File: src/rtl/dmem_bridge.sv
// Bridges the core's single-cycle M-stage data port onto a split address/data bus.
// Stalls the pipeline until the response arrives, and bounds each access with a timeout.
module dmem_bridge #(
    parameter int unsigned TIMEOUT_CYC = 255
) (
    input  logic        clk,
    input  logic        rst,
    input  logic        memreadM,
    input  logic        memwriteM,
    input  logic [31:0] aluoutM,
    input  logic [31:0] writedataM,
    input  logic [3:0]  selectM,
    output logic [31:0] readdataM,
    output logic        stall_mem,
    output logic        data_req,
    output logic        data_wr,
    output logic [1:0]  data_size,
    output logic [31:0] data_addr,
    output logic [3:0]  data_wstrb,
    output logic [31:0] data_wdata,
    input  logic        data_addr_ok,
    input  logic        data_data_ok,
    input  logic [31:0] data_rdata,
    output logic        bus_err
);

    typedef enum logic [1:0] {IDLE, ADDR, DATA, DONE} state_t;

    state_t      state_q, state_d;
    logic [15:0] cnt_q, cnt_d;
    logic        wr_q, wr_d;
    logic [1:0]  size_q, size_d;
    logic [31:0] addr_q, addr_d;
    logic [3:0]  wstrb_q, wstrb_d;
    logic [31:0] wdata_q, wdata_d;
    logic [31:0] rdata_q, rdata_d;
    logic        err_q, err_d;

    logic [1:0]  dec_size;
    logic [1:0]  dec_off;
    logic        req;
    logic        timeout;
    logic        unused_addr_lsb;

    assign req             = memreadM | memwriteM;
    assign unused_addr_lsb = ^aluoutM[1:0];
    // Fires on the TIMEOUT_CYC-th cycle spent in ADDR+DATA.
    assign timeout = ({1'b0, cnt_q} + 17'd1) == 17'(TIMEOUT_CYC);

    always_comb begin
        dec_size = 2'd2;
        dec_off  = 2'd0;
        case (selectM)
            4'b0011: begin dec_size = 2'd1; dec_off = 2'd0; end
            4'b1100: begin dec_size = 2'd1; dec_off = 2'd2; end
            4'b0001: begin dec_size = 2'd0; dec_off = 2'd0; end
            4'b0010: begin dec_size = 2'd0; dec_off = 2'd1; end
            4'b0100: begin dec_size = 2'd0; dec_off = 2'd2; end
            4'b1000: begin dec_size = 2'd0; dec_off = 2'd3; end
            default: begin dec_size = 2'd2; dec_off = 2'd0; end
        endcase
    end

    always_comb begin
        state_d = state_q;
        cnt_d   = cnt_q;
        wr_d    = wr_q;
        size_d  = size_q;
        addr_d  = addr_q;
        wstrb_d = wstrb_q;
        wdata_d = wdata_q;
        rdata_d = rdata_q;
        err_d   = err_q;
        case (state_q)
            IDLE: begin
                if (req) begin
                    state_d = ADDR;
                    cnt_d   = 16'd0;
                    wr_d    = memwriteM;
                    size_d  = dec_size;
                    addr_d  = {aluoutM[31:2], dec_off};
                    wstrb_d = memwriteM ? selectM : 4'b0000;
                    wdata_d = writedataM;
                end
            end
            ADDR: begin
                cnt_d = cnt_q + 16'd1;
                if (data_addr_ok && data_data_ok) begin
                    state_d = DONE;
                    if (!wr_q) rdata_d = data_rdata;
                end else if (timeout) begin
                    state_d = DONE;
                    err_d   = 1'b1;
                    if (!wr_q) rdata_d = 32'd0;
                end else if (data_addr_ok) begin
                    state_d = DATA;
                end
            end
            DATA: begin
                cnt_d = cnt_q + 16'd1;
                // A response landing on the timeout cycle still counts as success.
                if (data_data_ok) begin
                    state_d = DONE;
                    if (!wr_q) rdata_d = data_rdata;
                end else if (timeout) begin
                    state_d = DONE;
                    err_d   = 1'b1;
                    if (!wr_q) rdata_d = 32'd0;
                end
            end
            default: state_d = IDLE;
        endcase
    end

    always_ff @(posedge clk) begin
        if (!rst) begin
            state_q <= IDLE;
            cnt_q   <= 16'd0;
            wr_q    <= 1'b0;
            size_q  <= 2'd0;
            addr_q  <= 32'd0;
            wstrb_q <= 4'd0;
            wdata_q <= 32'd0;
            rdata_q <= 32'd0;
            err_q   <= 1'b0;
        end else begin
            state_q <= state_d;
            cnt_q   <= cnt_d;
            wr_q    <= wr_d;
            size_q  <= size_d;
            addr_q  <= addr_d;
            wstrb_q <= wstrb_d;
            wdata_q <= wdata_d;
            rdata_q <= rdata_d;
            err_q   <= err_d;
        end
    end

    assign stall_mem  = ((state_q == IDLE) && req) || (state_q == ADDR) || (state_q == DATA);
    assign data_req   = (state_q == ADDR);
    assign data_wr    = wr_q;
    assign data_size  = size_q;
    assign data_addr  = addr_q;
    assign data_wstrb = wstrb_q;
    assign data_wdata = wdata_q;
    assign readdataM  = rdata_q;
    assign bus_err    = err_q;

endmodule

File: config.mk
export PLATFORM = sky130hd
export DESIGN_NAME = dmem_bridge
export DESIGN_NICKNAME = d
export VERILOG_FILES = /design/src/rtl/dmem_bridge.sv
export SDC_FILE = /design/constraint.sdc
export NUM_CORES = 1
export LEC_CHECK = 0
export ABC_CLOCK_PERIOD_IN_PS = 2750
export BUFFER_PORTS_ARGS = -buffer_cell sky130_fd_sc_hd__buf_4
export CAP_MARGIN = 25
export CORE_MARGIN = 1.5
export CORE_UTILIZATION = 39
export CTS_CLUSTER_DIAMETER = 30
export DETAILED_ROUTE_END_ITERATION = 8
export PLACE_DENSITY_LB_ADDON = 0.08
export SETUP_SLACK_MARGIN = 0.2
export SLEW_MARGIN = 10
export SYNTH_ARGS = -nofsm -noshare
export SYNTH_HDL_FRONTEND = slang
export SYNTH_SLANG_ARGS = --single-unit
File: constraint.sdc
create_clock -name clk -period 2.75 [get_ports clk]
set_clock_uncertainty 0.2 [all_clocks]
set_input_delay 0.1375 -clock clk [delete_from_list [all_inputs] [get_ports clk]]
set_output_delay 0.1375 -clock clk [all_outputs]
set_load 0.01 [all_outputs]
After elaboration in Yosys (flattened, before gate mapping):

Index checks and enable logic that the tools add are counted.

* register bits: 122
* latch bits: 0
* memory bits (writable): 0
* ROM bits: 0
* input port bits: 106
* output and inout bits: 106
* logic and storage cells: 63
* memories kept: 0

* add/sub/neg operators: 2
* multipliers: 0
* div/mod/pow operators: 0
* magnitude comparators: 0
* equal/unequal tests: 14
* shift-type cells: 0
* muxes and demuxes: 22
* bitwise logic cells: 1
* reduce and logical (&&, ||, !) cells: 15

Operators with widths (number)
* two-way mux 32 bit: 5
* one-hot mux 32 bit (2 select lines): 1
* one-hot mux 16 bit (2 select lines): 1
* adder 16 x 1 -> 17 bit, second input constant: 1
* == test 17 x 8 -> 1 bit, second input constant: 1
* adder 16 x 1 -> 16 bit, second input constant: 1
* two-way mux 16 bit: 1
* two-way mux 2 bit: 6
* one-hot mux 2 bit (3 select lines): 2
* == test 4 x 2 -> 1 bit, second input constant: 2
* == test 4 bit, second input constant: 2
* != test 2 bit, second input constant: 3
* AND reduction 3 bit: 2
* OR reduction 2 bit: 3
* == test 4 x 1 -> 1 bit, second input constant: 1
* == test 4 x 3 -> 1 bit, second input constant: 1
* two-way mux 4 bit: 1
* != test 4 x 1 -> 1 bit, second input constant: 1
* one-hot mux 2 bit (2 select lines): 1
* AND reduction 2 bit: 2
* nonzero test 2 bit: 2
* OR reduction 4 bit: 1
* two-way mux 1 bit: 3
* != test 3 bit, second input constant: 1
* 7 further kinds: 9

Longest topological paths before layout:

Gate-level depths: netlist of run 1.

* depth in word-level cells: 5
* mapped depth: 9
* mapped depth without buffers: 8

Worst setup path before layout of run 1:

Ideal clock, no wire load.

* path type: register to register
* from: register cnt_q[1]
* to: register rdata_q[10] (netlist: readdataM[10])
* library setup time: 0.116 ns
* arrival time: 2.214 ns
* data required time: 2.434 ns
* slack: 0.220 ns
* stages on the path, launching flop included: 9
* buffers on the path: 1
* clock period less this slack: 2.530 ns
* cells stage by stage: dfxtp_1 -> ha_1 -> and3_1 -> nand4_2 -> mux2i_1 -> nor4_2 -> a41oi_4 -> buf_6 -> a31o_1

* cells in the longest elaborated chain, start to end: 5
* elaborated cells on any way between the ends: 6
* those cells by class: add/sub: 1; eq/ne: 1; mux: 4

RTL lines
* from (decl): RTL line 30 `logic [15:0] cnt_q, cnt_d;`
* from (signal assigned): RTL line 128 `cnt_q <= cnt_d;`
* adder 16 x 1 -> 17 bit (*): RTL line 48 `assign timeout = ({1'b0, cnt_q} + 17'd1) == 17'(TIMEOUT_CYC);`
* == test 17 x 8 -> 1 bit (*): RTL line 48
* two-way mux 32 bit (*)
* two-way mux 32 bit, on equally long branches
* one-hot mux 32 bit (2 select lines) (*)
* to (signal assigned): RTL line 134 `rdata_q <= rdata_d;`
* to (decl): RTL line 36 `logic [31:0] rdata_q, rdata_d;`

Every way passes the cells marked *; elsewhere a longest branch is shown, timed or not.
A chain may end at the register's enable or synchronous reset.

Final worst setup path of run 1:

* from: register cnt_q[1]
* to: register rdata_q[29] (netlist: readdataM[29])

Same word-level chain as after synthesis.

==> results of run 1 <==
==> layout by cell type, fill, tap and decap left out, drive strengths merged, types with 8 or more instances in the layout <==
cell type	instances
a21oi	84
a22o	32
a22oi	10
a31o	33
buf	227
clkbuf	24
dfxtp	122
dlygate4sd3	105
inv	14
nand2	183
nand3	12
nor2	21
nor3	8
o21ai	43
==> power by group <==
part           leakage [µW]  internal, µW  total, µW  switching (µW)
clock network      0.000280          1400       2160             763
registers           0.00100          2230       2530             300
logic               0.00261          1460       3100            1640
==> sequential cells by signal, indices dropped and copies added (netlist names) <==
name and cells:
data_wdata 32, data_size 2, state_q 2, data_wr 1, readdataM 32, data_wstrb 4, data_addr 32, cnt_q 16
bus_err 1
==> logic make-up (layout without fill, tap and decap cells) <==
logic type / after synthesis / after routing / synth area share
xor gates and xnor gates: 4 / 4 / 0.00628
AOI/OAI and AO/OA: 224 / 224 / 0.268
buffers and inverters: 72 / 377 / 0.0577
adders and majority gates: 6 / 6 / 0.0135
and+or+nand+nor: 260 / 260 / 0.209
DFF: 122 / 122 / 0.438
muxes: 4 / 4 / 0.00718
==> through the flow <==
stage / setup WS, ns / area (µm²) / std cells / total power [µW] / hold WS, ns
after global placement: 0.207 / 7300 / 1040 / 5370 / 0.182
after detailed placement: 0.152 / 7330 / 1041 / 5500 / 0.195
after global routing: 0.204 / 9000 / 1177 / 8260 / 0.0320
after floorplan: 0.220 / 5580 / 692 / 4110 / 0.0735
after CTS: 0.254 / 8960 / 1177 / 7820 / 0.00894
final: 0.290 / 9000 / 1177 / 7790 / 0.0185
==> timing repair <==
action                                  in CTS  in global routing
cloned                                       0                  0
endpoints found under the setup margin      32                 35
gates resized for setup                      4                 12
endpoints found under the hold margin      106                  0
pin swaps                                    1                  1
buffers inserted                             0                  0
hold buffers                               105                  0
==> how the worst max path moves through the flow <==
stage | endpoint | startpoint | slack [ns] | cells past startpoint
finish | readdataM[29] | cnt_q[1] | 0.29 | 8
global route | state_q[1] | cnt_q[4] | 0.20 | 6
CTS | state_q[1] | cnt_q[9] | 0.25 | 6
detailed placement | readdataM[10] | cnt_q[1] | 0.15 | 8
global placement | readdataM[30] | cnt_q[0] | 0.21 | 8
floorplan | readdataM[10] | cnt_q[1] | 0.22 | 8
==> metal layers <==
layer  global-route usage  vias to the layer above
met3               0.0730                       47
met1                0.262                     2926
met5                    0                        -
li1                     -                     3012
met2                0.413                      217
met4                0.117                        0
==> worst max-delay path: stages, from the launching register on <==
cell and delay [ns]:
dfxtp_1 0.34, ha_2 0.22, and3_4 0.23, nand4_2 0.15, mux2i_2 0.22, nor4_2 0.38, a41oi_4 0.16, buf_12 0.20
a31o_1 0.23
==> layout make-up <==
| cell class | count | area (µm²) | share of cell area |
|---|---|---|---|
| Clock buffer | 24 | 482 | 0.0535 |
| Clock inverter | 7 | 91.3 | 0.0101 |
| Inverter | 14 | 52.6 | 0.00584 |
| Multi-Input combinational cell | 498 | 2860 | 0.318 |
| Sequential cell | 122 | 2450 | 0.272 |
| Tap cell | 180 | 225 | 0.0250 |
| Timing Repair Buffer | 332 | 2840 | 0.315 |
==> impl_metrics.env, run 1 <==
export IMPL_fin_setup_tns_ns=0
export IMPL_start_util=0.400
export IMPL_hpwl_um=11200
export IMPL_grt_ovfl_total=0
export IMPL_fmax_ghz=0.407
export IMPL_syn_nets=804
export IMPL_fill_cells=1114
export IMPL_drtIter0Drc=355
export IMPL_synthMostInstantiatedCell="nand2_1"
export IMPL_synthesis_area_um2=5580
export IMPL_synth_cell_types=54
export IMPL_clk_insertion_delay_late_ns=0.41
export IMPL_synthFlopType="dfxtp_1"
export IMPL_period_needed_ns=2.46
export IMPL_synth_area_leader_cell="dfxtp_1"
export IMPL_numCtsBuffers=17
export IMPL_route_antenna_remaining_nets=0
export IMPL_yosys_warnings=0
export IMPL_reg2reg_from="cnt_q[1]"
export IMPL_yosys_top_cells_count="nand2_1, dfxtp_1, a21oi_1"
export IMPL_fp_coreArea_um2=13900
export IMPL_worst_pin_slew_ns=0.728
export IMPL_place_congestion=0.802
export IMPL_start_kind="register"
export IMPL_reg2reg_to="readdataM[29]"
export IMPL_synth_area_leaders="dfxtp_1, nand2_1, a21oi_1"
export IMPL_worstHoldStart="data_data_ok"
export IMPL_antenna_found_initial=0
export IMPL_rows=43
export IMPL_ys_seq_area_frac=0.438
export IMPL_numPortBuffers=209
export IMPL_hold_path_class="primary input to register"
export IMPL_rsz0062_at_grt="no"
export IMPL_drive_gt1_frac=0.285
export IMPL_dr_max_layer_used="met4"
export IMPL_final_nets=1097
export IMPL_syn_area_per_cell_um2=8.06
export IMPL_grt_max_degree=73
export IMPL_hold_violations=0
export IMPL_worstHoldPathCells=3
export IMPL_wl_met3_um=1120
export IMPL_vias=6202
export IMPL_wl_met1_um=7170
export IMPL_routed_via_density=5.27
export IMPL_leakagePower_uw=0.00390
export IMPL_root_buffer="clkbuf_16"
export IMPL_relSlewSlack=0.514
export IMPL_holdPathEnd="readdataM[3]"
export IMPL_insertedDiodeCount=0
export IMPL_cts_max_level=4
export IMPL_grt_usage=0.237
export IMPL_die_area_um2=15000
export IMPL_outcome="finished, final reports clean"
export IMPL_min_period_over_period=0.894
export IMPL_arrival_ns=2.56
export IMPL_synth_cells=692
export IMPL_die_y_um=123
export IMPL_first_pass_iters=5
export IMPL_cts_sinks=122
export IMPL_drc_errors=0
export IMPL_syn_to_final_growth_pct=61.4
export IMPL_required_ns=2.85
export IMPL_setup_viol=0
export IMPL_crit_type="register to register"
export IMPL_ios=212
export IMPL_ff2ff_setup_slack_ns=0.29
export IMPL_fp_dieW_um=123
export IMPL_grt_pass1_wl_um=28200
export IMPL_synthArstFlopShare=0
export IMPL_drv_cap=0
export IMPL_reg2regPathDepth=8
export IMPL_drt_total_wl_um=18000
export IMPL_critical_path_peak_fanout=32
export IMPL_drv_slew=0
export IMPL_synth_top_cell_area_share=0.438
export IMPL_synth_seq_cells=122
export IMPL_power_density_nw_per_um2=865
export IMPL_clk_pin_slew_worst_paths_ns=0.05
export IMPL_end_kind="register"
export IMPL_wl_per_cell_um=15.3
export IMPL_clockBufferDepth=2
export IMPL_ir_drop_mv=0.541
export IMPL_fin_util=0.646
export IMPL_grt_pass1_vias=6043
export IMPL_synth_edff_count=0
export IMPL_wl_met2_um=9080
export IMPL_cts_tree="yes"
No activity file was read; power rests on OpenSTA's default activity.
==> run 2, diff against run 1 <==
- CTS_BUF_LIST: default -> sky130_fd_sc_hd__clkbuf_16
==> impl_metrics.env, run 2 (synthesis gave the netlist of run 1 again) <==
export IMPL_outcome="finished, final reports clean"
export IMPL_period_needed_ns=2.45
export IMPL_ir_drop_mv=0.542
export IMPL_antenna_found_initial=0
export IMPL_fill_cells=1117
export IMPL_routed_via_density=5.25
export IMPL_numCtsBuffers=17
export IMPL_syn_to_final_growth_pct=60.9
export IMPL_leakagePower_uw=0.00390
export IMPL_grt_pass1_wl_um=28300
export IMPL_ff2ff_setup_slack_ns=0.30
export IMPL_drv_slew=0
export IMPL_wl_per_cell_um=15.3
export IMPL_die_area_um2=15000
export IMPL_p_switching_uw=2720
export IMPL_min_period_over_period=0.892
export IMPL_fp_dieW_um=123
export IMPL_drive_gt1_frac=0.282
export IMPL_power_frac_comb=0.403
export IMPL_holdPathEnd="readdataM[3]"
export IMPL_p_total_uw=7700
export IMPL_insertedDiodeCount=0
export IMPL_fin_area_um2=8970
export IMPL_die_y_um=123
export IMPL_power_density_nw_per_um2=858
export IMPL_rows=43
export IMPL_grt_ovfl_total=0
export IMPL_swShare=0.353
export IMPL_clk_insertion_delay_late_ns=0.41
export IMPL_final_common_cell="buf_4"
export IMPL_grt_busiest_layer="met2"
export IMPL_first_pass_iters=7
export IMPL_setup_viol=0
export IMPL_place_area_um2=7330
export IMPL_hpwl_um=11200
export IMPL_worst_pin_slew_ns=0.707
export IMPL_regArea_um2=2450
export IMPL_drv_cap=0
export IMPL_fmax_ghz=0.408
export IMPL_relSlewSlack=0.529
export IMPL_end_kind="register"
export IMPL_cts_max_level=4
export IMPL_worstHoldStart="data_data_ok"
export IMPL_hold_path_class="primary input to register"
export IMPL_reg2reg_from="cnt_q[1]"
export IMPL_seqPwrFrac=0.328
export IMPL_grt_pass1_vias=6041
export IMPL_final_nets=1097
export IMPL_vias=6180
export IMPL_fin_util=0.644
export IMPL_clkPwrFrac=0.269
export IMPL_grtUsageMet1=0.262
export IMPL_p_int_uw=4980
export IMPL_fin_setup_tns_ns=0
export IMPL_required_ns=2.86
export IMPL_multi_input_area_um2=2860
export IMPL_arrival_ns=2.56
export IMPL_reg2regPathDepth=8
export IMPL_start_kind="register"
export IMPL_crit_type="register to register"
export IMPL_drc_errors=0
export IMPL_ios=212
export IMPL_postCtsSetupRepairBufs=0
export IMPL_cts_sinks=122
export IMPL_root_buffer="clkbuf_16"
export IMPL_clk_pin_slew_worst_paths_ns=0.06
export IMPL_drtIter0Drc=325
export IMPL_rsz0062_at_grt="no"
export IMPL_hold_violations=0
export IMPL_route_antenna_remaining_nets=0
export IMPL_grt_usage=0.238
export IMPL_final_cell_mix="buf_4, nand2_1, dfxtp_1, dlygate4sd3_1, a21oi_1"
export IMPL_place_congestion=0.802
export IMPL_grt_max_degree=73
export IMPL_numPortBuffers=209
export IMPL_reg2reg_to="readdataM[29]"
export IMPL_start_util=0.400
export IMPL_clockBufferDepth=2
export IMPL_worstHoldPathCells=3
export IMPL_critical_path_peak_fanout=32
export IMPL_fp_coreArea_um2=13900
export IMPL_met2_usage=0.416
export IMPL_grt_use_met3=0.0725
export IMPL_drt_total_wl_um=18000
export IMPL_cts_tree="yes"
run 2: worst max path at each step:
stage          startpoint            end  slack [ns]  cells past startpoint
6_report         cnt_q[1]  readdataM[29]        0.30                      8
5_1_grt          cnt_q[4]     state_q[1]        0.20                      6
2_1_floorplan    cnt_q[1]  readdataM[10]        0.22                      8
4_1_cts          cnt_q[9]     state_q[1]        0.26                      6
3_5_place_dp     cnt_q[1]  readdataM[10]        0.15                      8
3_3_place_gp     cnt_q[0]  readdataM[30]        0.21                      8
run 2: power by group through the flow:
stage | clock, µW | combinational, µW | sequential (µW)
finish | 2070 | 3100 | 2530
global route | 2190 | 3390 | 2590
CTS | 2100 | 3100 | 2520
detailed placement | 0 | 2960 | 2550
global placement | 0 | 2840 | 2530
floorplan | 0 | 1400 | 2720
run 2: critical path, cell delays in order (launching register included):
cell,delay [ns]
dfxtp_1,0.34
ha_2,0.21
and3_4,0.23
nand4_2,0.15
mux2i_2,0.23
nor4_2,0.38
a41oi_4,0.16
buf_12,0.20
a31o_1,0.23
run 2: area by class of cell:
| class | instances | area share |
|---|---|---|
| repair buffers | 332 | 0.316 |
| multi-input cells | 498 | 0.319 |
| flip-flops and latches | 122 | 0.273 |
| well taps | 180 | 0.0251 |
| inverters | 14 | 0.00586 |
| clock buffers | 17 | 0.0474 |
| clock inverters | 14 | 0.0131 |
run 2: per-stage QoR:
| stage | hold slack (ns) | worst slack (ns) | cells |
|---|---|---|---|
| 5_1_grt | 0.0319 | 0.204 | 1177 |
| 6_report | 0.0242 | 0.298 | 1177 |
| 4_1_cts | 0.00867 | 0.255 | 1177 |
| 2_1_floorplan | 0.0735 | 0.220 | 692 |
| 3_5_place_dp | 0.195 | 0.152 | 1041 |
| 3_3_place_gp | 0.182 | 0.207 | 1040 |
run 2: routing by layer:
layer | vias up | wire, µm
met5 | - | 0
met4 | 0 | 630
met3 | 48 | 1050
met2 | 198 | 9060
met1 | 2921 | 7220
li1 | 3013 | -
run 2: repair_timing:
action                                  in CTS  in global routing
endpoints found under the setup margin      32                 35
hold buffers                               105                  0
hold endpoints to repair                   106                  0
pin swaps                                    1                  1
gates resized for setup                      4                 12
==> run 3, diff against run 2 <==
- HOLD_SLACK_MARGIN: default -> 0.15
==> impl_metrics.env, run 3 (synthesis gave the netlist of run 1 again) <==
export IMPL_outcome="finished, final reports clean"
export IMPL_rsz0062_at_grt="no"
export IMPL_period_needed_ns=2.48
export IMPL_clk_insertion_delay_late_ns=0.41
export IMPL_postCtsSetupRepairBufs=0
export IMPL_final_nets=1121
export IMPL_critical_path_peak_fanout=32
export IMPL_ir_drop_mv=0.571
export IMPL_critPathTopFamily="simple AND/OR/NAND/NOR gates"
export IMPL_route_antenna_remaining_nets=0
export IMPL_arrival_ns=2.58
export IMPL_cts_sinks=122
export IMPL_start_kind="register"
export IMPL_grt_pass1_wl_um=29100
export IMPL_fin_setup_tns_ns=0
export IMPL_crit_buf_inv=2
export IMPL_drtIter0Drc=331
export IMPL_fp_coreArea_um2=13900
export IMPL_cp_slowest_cell="nor4_4"
export IMPL_p_int_uw=5070
export IMPL_required_ns=2.85
export IMPL_final_cell_mix="buf_4, nand2_1, dlygate4sd3_1, dfxtp_1, a21oi_1"
export IMPL_power_frac_comb=0.411
export IMPL_grt_usage=0.244
export IMPL_hpwl_um=11200
export IMPL_worstSetupStartpoint="cnt_q[1]"
export IMPL_numCtsBuffers=17
export IMPL_clk_pin_slew_worst_paths_ns=0.05
export IMPL_first_pass_iters=5
export IMPL_setup_viol=0
export IMPL_cts_tree="yes"
export IMPL_grt_pass1_vias=6129
export IMPL_insertedDiodeCount=0
export IMPL_clockBufferDepth=2
export IMPL_start_util=0.400
export IMPL_drc_errors=0
export IMPL_ios=212
export IMPL_fmax_ghz=0.403
export IMPL_die_area_um2=15000
export IMPL_root_buffer="clkbuf_16"
export IMPL_hold_path_class="register to register"
export IMPL_vias=6317
export IMPL_routed_via_density=5.26
export IMPL_worstHoldStart="data_addr[18]"
export IMPL_clkPwrFrac=0.265
export IMPL_worst_path_largest_cell_delay_ns=0.35
export IMPL_fp_dieW_um=123
export IMPL_power_density_nw_per_um2=846
export IMPL_place_congestion=0.802
export IMPL_rows=43
export IMPL_drv_slew=0
export IMPL_worst_pin_slew_ns=0.726
export IMPL_grt_ovfl_total=0
export IMPL_wl_per_cell_um=15.3
export IMPL_swShare=0.351
export IMPL_syn_to_final_growth_pct=65.7
export IMPL_numPortBuffers=209
export IMPL_end_kind="register"
export IMPL_leakagePower_uw=0.00405
export IMPL_drive_gt1_frac=0.275
export IMPL_hold_violations=0
export IMPL_seqPwrFrac=0.324
export IMPL_final_common_cell="buf_4"
export IMPL_hold_worst_slack_ns=0.254
export IMPL_antenna_found_initial=0
export IMPL_relSlewSlack=0.516
export IMPL_drt_total_wl_um=18400
export IMPL_cts_max_level=4
export IMPL_drv_cap=0
export IMPL_die_y_um=123
export IMPL_min_period_over_period=0.903
export IMPL_p_switching_uw=2740
export IMPL_crit_type="register to register"
export IMPL_reg2reg_from="cnt_q[1]"
export IMPL_grt_max_degree=73
export IMPL_path_cells="buf_4 > and4_4 > mux2i_1 > mux2i_4 > nor4_4 > a41oi_4 > buf_12 > a31o_1"
==> run 3: changes by cell type in the layout (fill, tap and decap cells not counted), sizes merged <==
cell,before,now
dlygate4sd3,105,129
==> run 3: final timing paths <==
| path | endpoint | slack [ns] | depth (start not counted) |
|---|---|---|---|
| setup / recovery | readdataM[29] | 0.27 | 8 |
| hold reg to reg | data_addr[18] | 0.25 | 2 |
| setup reg to reg | readdataM[29] | 0.27 | 8 |
| hold / removal | data_addr[18] | 0.25 | 2 |
==> run 3: per-stage QoR <==
stage / worst slack (ns) / power, µW / utilization / std cells / area, µm²
2_1_floorplan: 0.220 / 4110 / - / 692 / 5580
3_5_place_dp: 0.152 / 5500 / 0.526 / 1041 / 7330
4_1_cts: 0.255 / 7820 / 0.658 / 1201 / 9170
3_3_place_gp: 0.207 / 5370 / 0.524 / 1040 / 7300
6_report: 0.268 / 7820 / 0.663 / 1201 / 9240
5_1_grt: 0.168 / 8280 / 0.663 / 1201 / 9240
==> run 3: routing by layer <==
metal | up-vias | part of all wire | GRT usage | wire length, µm
met5 | - | 0 | 0 | 0
met3 | 47 | 0.061 | 0.0743 | 1110
met2 | 216 | 0.51 | 0.424 | 9410
li1 | 3060 | - | - | -
met4 | 0 | 0.032 | 0.116 | 590
met1 | 2994 | 0.39 | 0.272 | 7260
==> run 3: final cells by class <==
cell class	instances	area, µm²
Sequential cell	122	2450
Timing Repair Buffer	356	3080
Tap cell	180	225
Fill cell	1091	4700
Clock inverter	14	118
Inverter	14	52.6
Multi-Input combinational cell	498	2890
Clock buffer	17	425
==> run 3: what timing repair did <==
item / in CTS / in global routing
hold endpoints to repair: 107 / 0
setup endpoints to repair: 32 / 35
pin swaps: 1 / 1
gates resized for setup: 4 / 16
hold buffers: 129 / 0
==> run 3: power groups by stage <==
stage | Combinational, µW | Sequential (µW) | Clock, µW
after global placement | 2840 | 2530 | 0
final | 3220 | 2530 | 2070
after floorplan | 1400 | 2720 | 0
after global routing | 3500 | 2590 | 2190
after CTS | 3200 | 2520 | 2100
after detailed placement | 2960 | 2550 | 0
==> run 3: worst register-to-register path, cell delays in order, from the launching register on <==
cell,delay [ns]
dfxtp_1,0.34
buf_4,0.16
and4_4,0.27
mux2i_1,0.30
mux2i_4,0.14
nor4_4,0.35
a41oi_4,0.16
buf_12,0.20
a31o_1,0.24
